`config.mk`:
```
export PLATFORM = sky130hd
export DESIGN_NAME = hazard_scoreboard
export DESIGN_NICKNAME = d
export VERILOG_FILES = /design/src/rtl/hazard_scoreboard_pkg.sv /design/src/rtl/hazard_scoreboard_lu.sv /design/src/rtl/hazard_scoreboard.sv
export SDC_FILE = /design/constraint.sdc
export NUM_CORES = 1
export LEC_CHECK = 0
export CORE_UTILIZATION = 50
export DETAILED_ROUTE_END_ITERATION = 12
export PLACE_DENSITY = 0.81
export SLEW_MARGIN = 5
export SYNTH_ARGS = -nofsm -noshare
export SYNTH_HDL_FRONTEND = slang
export SYNTH_SLANG_ARGS = --single-unit
```
`constraint.sdc`:
```
create_clock -name clk -period 5.8 [get_ports clk]
set_input_delay 1.74 -clock clk [delete_from_list [all_inputs] [get_ports clk]]
set_output_delay 1.74 -clock clk [all_outputs]
set_load 0.02 [all_outputs]
```
`src/rtl/hazard_scoreboard_pkg.sv`:
```
// hazard_scoreboard_pkg
//   Shared types and limits for the hazard scoreboard and its long-latency
//   unit tracker: forwarding-select encoding, tracker FSM states, and the
//   supported latency range of the long (mul/div) unit.
package hazard_scoreboard_pkg;

    typedef enum logic [1:0] {
        FWD_NO = 2'd0,
        FWD_DM = 2'd1,
        FWD_WB = 2'd2
    } fwd_sel_e;

    typedef enum logic [1:0] {
        LU_IDLE = 2'd0,
        LU_BUSY = 2'd1,
        LU_DONE = 2'd2
    } lu_state_e;

    localparam int LONG_LAT_MIN = 2;
    localparam int LONG_LAT_MAX = 15;
    localparam int LU_CNT_W     = $clog2(LONG_LAT_MAX + 1);

endpackage

```
`src/rtl/hazard_scoreboard_lu.sv`:
```
// lu_tracker
//   Tracks the single in-flight long-latency operation: FSM, cycle counter,
//   destination tag and the per-register pending vector.
//
//   state   | meaning
//   --------+-----------------------------------------------------------
//   LU_IDLE | no op in flight; an issue pulse starts one
//   LU_BUSY | op executing; counter steps down toward zero
//   LU_DONE | result cycle: wb_valid high, pending[tag] cleared at exit
//
// Ports
//   clk, reset_n  clock, synchronous active-low reset
//   issue_i       start a long op this cycle (already qualified by caller)
//   issue_rd_i    destination register of the issuing op
//   busy_o        tracker not idle (structural hazard for a new long op)
//   pending_o     bit i set = register i awaits the long result
//   wb_valid_o    one-cycle writeback strobe
//   wb_rd_o       destination of the completing op
module lu_tracker
    import hazard_scoreboard_pkg::*;
#(
    parameter int REG_COUNT  = 32,
    parameter int REG_ADDR_W = $clog2(REG_COUNT),
    parameter int LONG_LAT   = 4
) (
    input  logic                  clk,
    input  logic                  reset_n,
    input  logic                  issue_i,
    input  logic [REG_ADDR_W-1:0] issue_rd_i,
    output logic                  busy_o,
    output logic [REG_COUNT-1:0]  pending_o,
    output logic                  wb_valid_o,
    output logic [REG_ADDR_W-1:0] wb_rd_o
);

    // Out-of-range latencies are pulled into the supported window.
    localparam int LU_LAT = (LONG_LAT < LONG_LAT_MIN) ? LONG_LAT_MIN :
                            (LONG_LAT > LONG_LAT_MAX) ? LONG_LAT_MAX : LONG_LAT;
    localparam logic [LU_CNT_W-1:0] CNT_LOAD = LU_CNT_W'(LU_LAT - 1);

    lu_state_e             state_q, state_d;
    logic [LU_CNT_W-1:0]   cnt_q, cnt_d;
    logic [REG_ADDR_W-1:0] tag_q, tag_d;
    logic [REG_COUNT-1:0]  pend_q, pend_d;

    always_comb begin
        state_d = state_q;
        cnt_d   = cnt_q;
        tag_d   = tag_q;
        pend_d  = pend_q;
        case (state_q)
            LU_IDLE: begin
                if (issue_i) begin
                    state_d = LU_BUSY;
                    cnt_d   = CNT_LOAD;
                    tag_d   = issue_rd_i;
                    if (issue_rd_i != '0) begin
                        pend_d[issue_rd_i] = 1'b1;
                    end
                end
            end
            LU_BUSY: begin
                // DONE is entered on the edge where the counter reaches zero,
                // giving LU_LAT-1 BUSY cycles plus one DONE cycle after issue.
                if (cnt_q != '0) begin
                    cnt_d = cnt_q - 1'b1;
                end
                if (cnt_q <= LU_CNT_W'(1)) begin
                    state_d = LU_DONE;
                end
            end
            LU_DONE: begin
                pend_d[tag_q] = 1'b0;
                state_d       = LU_IDLE;
            end
            default: begin
                state_d = LU_IDLE;
            end
        endcase
    end

    always_ff @(posedge clk) begin
        if (!reset_n) begin
            state_q <= LU_IDLE;
            cnt_q   <= '0;
            tag_q   <= '0;
            pend_q  <= '0;
        end else begin
            state_q <= state_d;
            cnt_q   <= cnt_d;
            tag_q   <= tag_d;
            pend_q  <= pend_d;
        end
    end

    assign busy_o     = (state_q != LU_IDLE);
    assign pending_o  = pend_q;
    assign wb_valid_o = (state_q == LU_DONE);
    assign wb_rd_o    = tag_q;

endmodule

```
`src/rtl/hazard_scoreboard.sv`:
```
// hazard_scoreboard
//   Pipeline hazard unit: load-use, scoreboard RAW/WAW and structural stall
//   detection, branch flush, EX operand forwarding selects, long-latency unit
//   start, and a saturating stall-cycle counter.
//
// Ports
//   clk, reset_n                    clock, synchronous active-low reset
//   d_rs1/d_rs2/d_rd, d_use_*,      ID-stage fields and usage flags
//   d_reg_we, d_long_issue
//   e_b_taken, e_rs1, e_rs2         EX-stage branch and source fields
//   m_rd, m_reg_we, m_is_load       DM-stage destination info
//   w_rd, w_reg_we                  WB-stage destination info
//   forward_rrd1/2                  forwarding selects (NO/DM/WB)
//   stall_f, stall_if_id,           pipeline stall/flush controls
//   flush_if_id, flush_id_ex
//   lu_start, lu_wb_valid, lu_wb_rd long unit start and result strobe
//   pending                         scoreboard vector
//   stall_cycles                    saturating stall counter
module hazard_scoreboard
    import hazard_scoreboard_pkg::*;
#(
    parameter int REG_COUNT  = 32,
    parameter int REG_ADDR_W = $clog2(REG_COUNT),
    parameter int LONG_LAT   = 4,
    parameter int PERF_W     = 32
) (
    input  logic                  clk,
    input  logic                  reset_n,
    input  logic [REG_ADDR_W-1:0] d_rs1,
    input  logic [REG_ADDR_W-1:0] d_rs2,
    input  logic [REG_ADDR_W-1:0] d_rd,
    input  logic                  d_use_rs1,
    input  logic                  d_use_rs2,
    input  logic                  d_reg_we,
    input  logic                  d_long_issue,
    input  logic                  e_b_taken,
    input  logic [REG_ADDR_W-1:0] e_rs1,
    input  logic [REG_ADDR_W-1:0] e_rs2,
    input  logic [REG_ADDR_W-1:0] m_rd,
    input  logic                  m_reg_we,
    input  logic                  m_is_load,
    input  logic [REG_ADDR_W-1:0] w_rd,
    input  logic                  w_reg_we,
    output fwd_sel_e              forward_rrd1,
    output fwd_sel_e              forward_rrd2,
    output logic                  stall_f,
    output logic                  stall_if_id,
    output logic                  flush_if_id,
    output logic                  flush_id_ex,
    output logic                  lu_start,
    output logic                  lu_wb_valid,
    output logic [REG_ADDR_W-1:0] lu_wb_rd,
    output logic [REG_COUNT-1:0]  pending,
    output logic [PERF_W-1:0]     stall_cycles
);

    logic              src1_hit, src2_hit;
    logic              load_use, raw, waw, struct_haz, stall, issue;
    logic              lu_busy;
    logic [PERF_W-1:0] stall_cnt_q, stall_cnt_d;

    function automatic fwd_sel_e fwd_select(
        input logic [REG_ADDR_W-1:0] rs,
        input logic [REG_ADDR_W-1:0] mrd,
        input logic                  mwe,
        input logic [REG_ADDR_W-1:0] wrd,
        input logic                  wwe
    );
        fwd_sel_e sel;
        sel = FWD_NO;
        if (rs != '0 && mwe && mrd == rs) begin
            sel = FWD_DM;
        end else if (rs != '0 && wwe && wrd == rs) begin
            sel = FWD_WB;
        end
        return sel;
    endfunction

    assign src1_hit = d_use_rs1 && (d_rs1 != '0);
    assign src2_hit = d_use_rs2 && (d_rs2 != '0);

    assign load_use = m_is_load && m_reg_we && (m_rd != '0) &&
                      ((src1_hit && d_rs1 == m_rd) || (src2_hit && d_rs2 == m_rd));
    assign raw        = (src1_hit && pending[d_rs1]) || (src2_hit && pending[d_rs2]);
    assign waw        = d_reg_we && (d_rd != '0) && pending[d_rd];
    assign struct_haz = d_long_issue && lu_busy;
    assign stall      = load_use || raw || waw || struct_haz;

    assign stall_f     = stall;
    assign stall_if_id = stall;
    assign flush_if_id = e_b_taken;
    assign flush_id_ex = e_b_taken || stall;

    // Reset gates the start so nothing launches while reset is held.
    assign issue    = reset_n && d_long_issue && !stall && !e_b_taken;
    assign lu_start = issue;

    assign forward_rrd1 = fwd_select(e_rs1, m_rd, m_reg_we, w_rd, w_reg_we);
    assign forward_rrd2 = fwd_select(e_rs2, m_rd, m_reg_we, w_rd, w_reg_we);

    lu_tracker #(
        .REG_COUNT  (REG_COUNT),
        .REG_ADDR_W (REG_ADDR_W),
        .LONG_LAT   (LONG_LAT)
    ) u_lu_tracker (
        .clk        (clk),
        .reset_n    (reset_n),
        .issue_i    (issue),
        .issue_rd_i (d_rd),
        .busy_o     (lu_busy),
        .pending_o  (pending),
        .wb_valid_o (lu_wb_valid),
        .wb_rd_o    (lu_wb_rd)
    );

    always_comb begin
        stall_cnt_d = stall_cnt_q;
        if (stall && (stall_cnt_q != '1)) begin
            stall_cnt_d = stall_cnt_q + 1'b1;
        end
    end

    always_ff @(posedge clk) begin
        if (!reset_n) begin
            stall_cnt_q <= '0;
        end else begin
            stall_cnt_q <= stall_cnt_d;
        end
    end

    assign stall_cycles = stall_cnt_q;

endmodule
```
# Word level (Yosys, flattened, before mapping)
# Cells that the tools add are included.
dict set report word_totals {
  word_cells 102
  in_bits 45
  out_inout_bits 79
  regBits 75
}
dict set report op_classes {
  n_lt_le_gt_ge 7
  n_mux 23
  addsub 2
  bitwise 3
  eq_ne 13
  reduce_logical 49
}
# cell n
set ops {}
lappend ops {{$mux 32} 2}
lappend ops {{$pmux 32 s2} 1}
lappend ops {{$add 32x1->32 const B} 1}
lappend ops {{$and 32x32->32} 1}
lappend ops {{$ne 32x32->1 const B} 1}
lappend ops {{$not 32->32} 1}
lappend ops {{$or 32x32->32} 1}
lappend ops {{$eq 5x5->1} 6}
lappend ops {{$reduce_bool 5->1} 6}
lappend ops {{$logic_and 1x1->1} 26}
lappend ops {{$lt 5x6->1 const B} 4}
lappend ops {{$bmux 1 s5} 3}
lappend ops {{$mux 2} 6}
lappend ops {{$demux 1 s5} 2}
lappend ops {{$ge 5x1->1 const B} 2}
lappend ops {{$mux 4} 2}
lappend ops {{$pmux 4 s2} 1}
lappend ops {{$logic_or 1x1->1} 6}
lappend ops {{$reduce_and 3->1} 2}
lappend ops {{$reduce_bool 2->1} 3}
lappend ops {{$mux 1} 5}
lappend ops {{$le 4x1->1 const B} 1}
lappend ops {{$ne 2x1->1 const B} 2}
lappend ops {{$ne 2x2->1 const B} 2}
lappend ops {{8 further kinds} 10}

# Longest topological paths before layout
dict set report depth {
  word_depth 13
  depth_mapped 12
  depth_no_buf 8
}

# By module
# Synthesis repeated with hierarchy kept, for this count alone.
dict set report hier_totals {
  cells_unflattened 577
  area_unflattened_um2 5009.8
}
# mod area_per_inst_um2 seq_area_each_um2 instances cells_per_inst
set by_module_without_submodules {}
lappend by_module_without_submodules {hazard_scoreboard 3050.4 640.6 1 351}
lappend by_module_without_submodules {lu_tracker 1959.4 860.8 1 226}

# Worst setup path after synthesis
# OpenSTA, ideal clock, no wires.
dict set report synth_timing {
  path_kind {input to output}
  start {input d_rs1[1]}
  end {output stall_if_id}
  path_slack_ps 360
  arrival_ps 3700
  required_time_ps 4060
  path_stages 7
  path_buffers 2
  path_cell_list {buf_6 -> mux4_1 -> mux4_2 -> o211ai_2 -> nand3_2 -> or2_2 -> buf_4}
}
dict set report synth_between {
  elab_chain_cells 8
  elab_cells_between_ends 13
  classes_between {eq/ne (1); mux (2); reduce/logical (10)}
}
# element line
set synth_rtl {}
lappend synth_rtl {{from (decl)} hazard_scoreboard.sv:29} ;# input logic [REG_ADDR_W-1:0] d_rs1,
lappend synth_rtl {{parallel branches: the longest is 5 deep, another holds $bmux 1 s5} -}
lappend synth_rtl {{$logic_or 1x1->1 (*) (3 in a row)} hazard_scoreboard.sv:87} ;# assign stall = load_use || raw || waw || struct_haz;
lappend synth_rtl {{to (decl)} hazard_scoreboard.sv:47} ;# output logic stall_if_id,
# Every way passes the cells marked *. The select of a mux whose other input is x is not followed.

# Worst setup path in the final report
dict set report layout_timing {
  start {input d_rs1[0]}
  end {output lu_start}
}
dict set report layout_between {
  elab_chain_cells 11
  elab_cells_between_ends 16
  classes_between {eq/ne (1); mux (2); reduce/logical (13)}
}
# element line
set layout_rtl {}
lappend layout_rtl {{parallel branches: the longest is 5 deep, another holds $bmux 1 s5} -}
lappend layout_rtl {{$logic_or 1x1->1 (*) (3 in a row)} hazard_scoreboard.sv:87}
lappend layout_rtl {{$logic_not 1->1 (*)} hazard_scoreboard.sv:95} ;# assign issue = reset_n && d_long_issue && !stall && !e_b_taken;
lappend layout_rtl {{$logic_and 1x1->1 (*) (2 in a row)} hazard_scoreboard.sv:95}
lappend layout_rtl {{to (decl)} hazard_scoreboard.sv:50} ;# output logic lu_start,
# Marks and branches as above.

==> reports/summary.log <==
INFO  run_status     outcome=complete, no violations
INFO  die            initial_utilization=0.5136
INFO  finish         fill_cells=762
INFO  timing         post-route-period-util=0.9907
INFO  clock_network  clk_pin_slew=0.09ns
INFO  finish         final_layout_size_suffix_gt1_frac=0.2101
INFO  placed_design  gp_congestion=0.9551
INFO  pwr            power.total=1.223mW
INFO  finish         area.growth.synth_to_final=37.36%
INFO  synthesis      synth.yosys.warnings=0
INFO  synthesis      compound_gate_fraction_of_synth_area=0.2055
INFO  synthesis      synth_async_sr_flop_share=0
INFO  die            ioPinCount=124
INFO  drt            initialDrtViolationCount=431
INFO  global_route   globalRoute.totalOverflow=0
INFO  placed_design  numPlacedInstances=826
INFO  critical_path  cp_common_cell=buf_6
INFO  critical_path  largest_delay_share_family_worst_path=buffers and inverters
INFO  synthesis      flip_flop_cell_with_the_highest_count_after_synthesis=dfxtp_1
INFO  timing         relSlewSlack=0.1937
INFO  finish         final_design_area_no_fill=6832squm
INFO  synthesis      syn-num-nets=610
INFO  timing         finalClockSkew=0.01372ns
INFO  timing         hold_viol=0
INFO  synthesis      seq_area_frac_synth=0.3019
INFO  timing         timing.final.max_slew_violations=0
INFO  clock_network  cts-root-to-sink-buffers=2
INFO  placed_design  detailed_place.area=6496squm
INFO  synthesis      number_of_instances_in_the_synthesized_netlist=562
INFO  clock_network  cts_tree=done
INFO  critical_path  worst-endpoint-required=4.06ns
INFO  synthesis      syn-mean-instance-area=8.850squm
INFO  finish         finalNonFillerCells=847
INFO  placed_design  dp.final_hpwl=11,550um
INFO  synthesis      ys_top_cells_by_area=dfxtp_1 30%, mux4_1 5.3%, a31oi_1 4.0%, xnor2_1 3.7%, o21ai_0 3.6%
INFO  critical_path  timing.critical_path.arrival=4.01ns
INFO  finish         layout.nets=757
INFO  die            num_rows=36
INFO  clock_network  root_buffer=clkbuf_8
INFO  die            die_h=101.7um
INFO  timing         max_freq=174.0MHz
INFO  pwr            vdd.ir_drop.worst=150.4uV
INFO  drt            route.antenna.remaining_nets=0
INFO  global_route   antenna_found_initial=0
INFO  synthesis      post_synth_xor_xnor_area=0.05459
INFO  clock_network  numClockSinks=75
INFO  critical_path  worstRegToRegCells=10
INFO  placed_design  numPortBuffers=123
INFO  critical_path  maximum_single_stage_delay_on_the_critical_path=0.50ns
INFO  drt            vias=5,304
INFO  min_path       whs_path_depth=2
INFO  synthesis      synth_area_leader_cell=dfxtp_1
INFO  die            die-area=10,350squm
INFO  die            fp.dieW=101.7um
INFO  synthesis      synth.area.mux_share=0.1356
INFO  critical_path  setup.worst_path.class=in2out
INFO  global_route   grt_max_degree=64
INFO  critical_path  cpMaxStageDelayCell=clkdlybuf4s50_1
INFO  synthesis      synth.lib_cells_used.distinct=61
INFO  finish         antenna_cells=0
INFO  clock_network  cts_made_buffers=9
INFO  synthesis      main_combinational_cell_family_by_area_after_synthesis=simple AND/OR/NAND/NOR gates
INFO  synthesis      synth-adder-area-share=0.007547
INFO  critical_path  timing.critical_path.to_type=primary output
INFO  critical_path  worst-path-buf-inv=5
INFO  die            fp.coreArea=9684squm
INFO  critical_path  cp.depth=11
INFO  drt            wl_per_cell=19.04um
INFO  critical_path  critical_path.max_fanout=5
INFO  pwr            power_per_cell_area=179.1nW/um^2
INFO  drt            drcViolationCount=0
INFO  timing         final-setup-viol-count=0
INFO  run            maxCapViolCount=0
INFO  drt            drt_pre_antenna_iters=5
INFO  global_route   number_of_global_route_vias_before_repair=4,918
INFO  timing         period_minus_slack=5.746ns
INFO  synthesis      synth_top_cell_area_share=0.3019
INFO  critical_path  critical_path.startpoint_type=primary input
INFO  global_route   first_pass_grt_wire_length=24,970um
INFO  finish         layout.core_utilization=0.7054
INFO  synthesis      post_synth_and_or_nand_nor_area_fraction=0.2317
INFO  clock_network  holdBufCountCts=0
INFO  drt            route.final.wire_length=16,130um
INFO  synthesis      ffs_latches_synth=75
INFO  min_path       min_path_type=reg2reg
INFO  timing         max_slew.worst_pin.slew=1.200ns
INFO  synthesis      synth_enable_flop_cells=0
INFO  pwr            leakage=2.359nW
INFO  clock_network  htree_num_levels=3
INFO  synthesis      synth_area=4974squm
INFO  clock_network  clock_insertion_delay_worst_skew=0.35ns
INFO  drt            via_to_cell_ratio=6.262
INFO  global_route   globalRouteTotalUtil=0.3086
INFO  critical_path  path_cells=clkdlybuf4s50_1 > buf_6 > mux4_2 > mux2i_1 > a31oi_2 > o211ai_4 > buf_6 > nand3_4 > nor3_4 > buf_6 > buf_6
## worst paths after layout
path	start	end	slack (ns)
worst max-delay path	d_rs1[0]	lu_start	0.05
worst min-delay path	stall_cycles[6]	stall_cycles[6]	0.50
worst max register to register	u_lu_tracker.pending_o[17]	u_lu_tracker.pending_o[1]	2.82
worst min register to register	stall_cycles[6]	stall_cycles[6]	0.50
## registers in the layout, indices dropped and copies added, names as in the netlist
name                    count
u_lu_tracker.pending_o     32
u_lu_tracker.cnt_q          4
u_lu_tracker.state_q        2
stall_cycles               32
u_lu_tracker.wb_rd_o        5
## report_power, final
group          internal (mW)  total (mW)  switching, mW
clock network          0.245       0.447          0.202
logic                  0.114       0.243          0.130
registers              0.521       0.533         0.0119
## placed cells by master (no fill, tap or decap), types with 4 or more instances in the layout
master,netlist,final
a31oi_1,32,31
xnor2_1,21,21
dfxtp_1,75,75
o21a_1,8,8
buf_6,5,9
nand2b_1,4,4
and3_1,6,6
or4_2,5,5
nand4_1,11,11
nand2_1,32,32
o31ai_1,18,18
mux2i_1,13,13
o21ai_0,36,34
nor3_1,10,10
mux2_2,13,12
nor2b_1,5,5
buf_4,5,50
mux4_2,6,14
inv_1,6,6
nand3b_1,5,5
a21oi_1,35,34
dlymetal6s2s_1,0,4
nor4_1,7,7
or4_1,17,17
o21ai_2,10,10
nor2_1,43,43
clkbuf_8,0,9
or3_2,10,9
xor2_1,10,10
nand3_1,21,21
clkdlybuf4s50_1,0,112
## routing by layer
metal / part of all wire / up-vias / GRT usage
met2: 0.47 / 321 / 0.5099
met1: 0.40 / 2508 / 0.3919
met3: 0.11 / 38 / 0.06625
met5: 0 / - / 0
li1: - / 2437 / -
met4: 0.022 / 0 / 0.1237
## cells in the mapped netlist, drive strengths merged (5+ instances only)
library cell  instances
nor3                 11
or4                  23
xnor2                21
a31oi                32
buf                  30
o21a                  8
mux2i                13
nand3                23
a21oi                35
inv                   6
mux4                 16
nand2                32
mux2                 13
nor2                 44
xor2                 10
o21ai                48
nor2b                 5
nor4                  7
dfxtp                75
nand3b                5
clkbuf               14
nand4                11
or3                  13
o31ai                18
and3                  6
## final cells by class
cell class	instances	area [sq um]	area share
inverters	6	22.52	0.003297
flip-flops and latches	75	1501	0.2198
multi-input cells	436	3213	0.4703
repair buffers	181	1704	0.2494
clock buffers	9	123.9	0.01813
clock inverters	7	100.1	0.01465
well taps	133	166.4	0.02436
## cells by family after synthesis
group | count (synthesis)
compound gates | 158
xor+xnor | 31
simple gates | 202
mux | 42
flops | 75
buf+inv | 51
fa+ha+maj | 3
## worst reg2reg max path: stages (launching register included)
cell and delay, ns:
dfxtp_1 0.43, mux4_2 0.48, mux4_2 0.51, o211ai_4 0.24, buf_6 0.14, nand3_4 0.07, nor3_4 0.19, buf_6 0.15
buf_4 0.31, a31oi_1 0.15, a211oi_1 0.23
## timing repair
action / 4_1_cts / 5_1_grt
setup endpoints to repair: 4 / 5
cloned: 0 / 0
gates resized for setup: 47 / 11
pin swaps: 8 / 8
setup buffers: 2 / 3
## stage by stage
step | TNS [ns] | setup WS [ns] | hold slack, ns
after floorplan | 0 | 0.3603 | 0.4571
after global placement | -2.575 | -0.7303 | 0.4708
after detailed placement | -2.859 | -0.8030 | 0.4895
after CTS | -0.01317 | -0.01317 | 0.5000
after global routing | -0.04090 | -0.02901 | 0.5169
final | 0 | 0.05385 | 0.4950
Power figures use the tool's default switching activity.
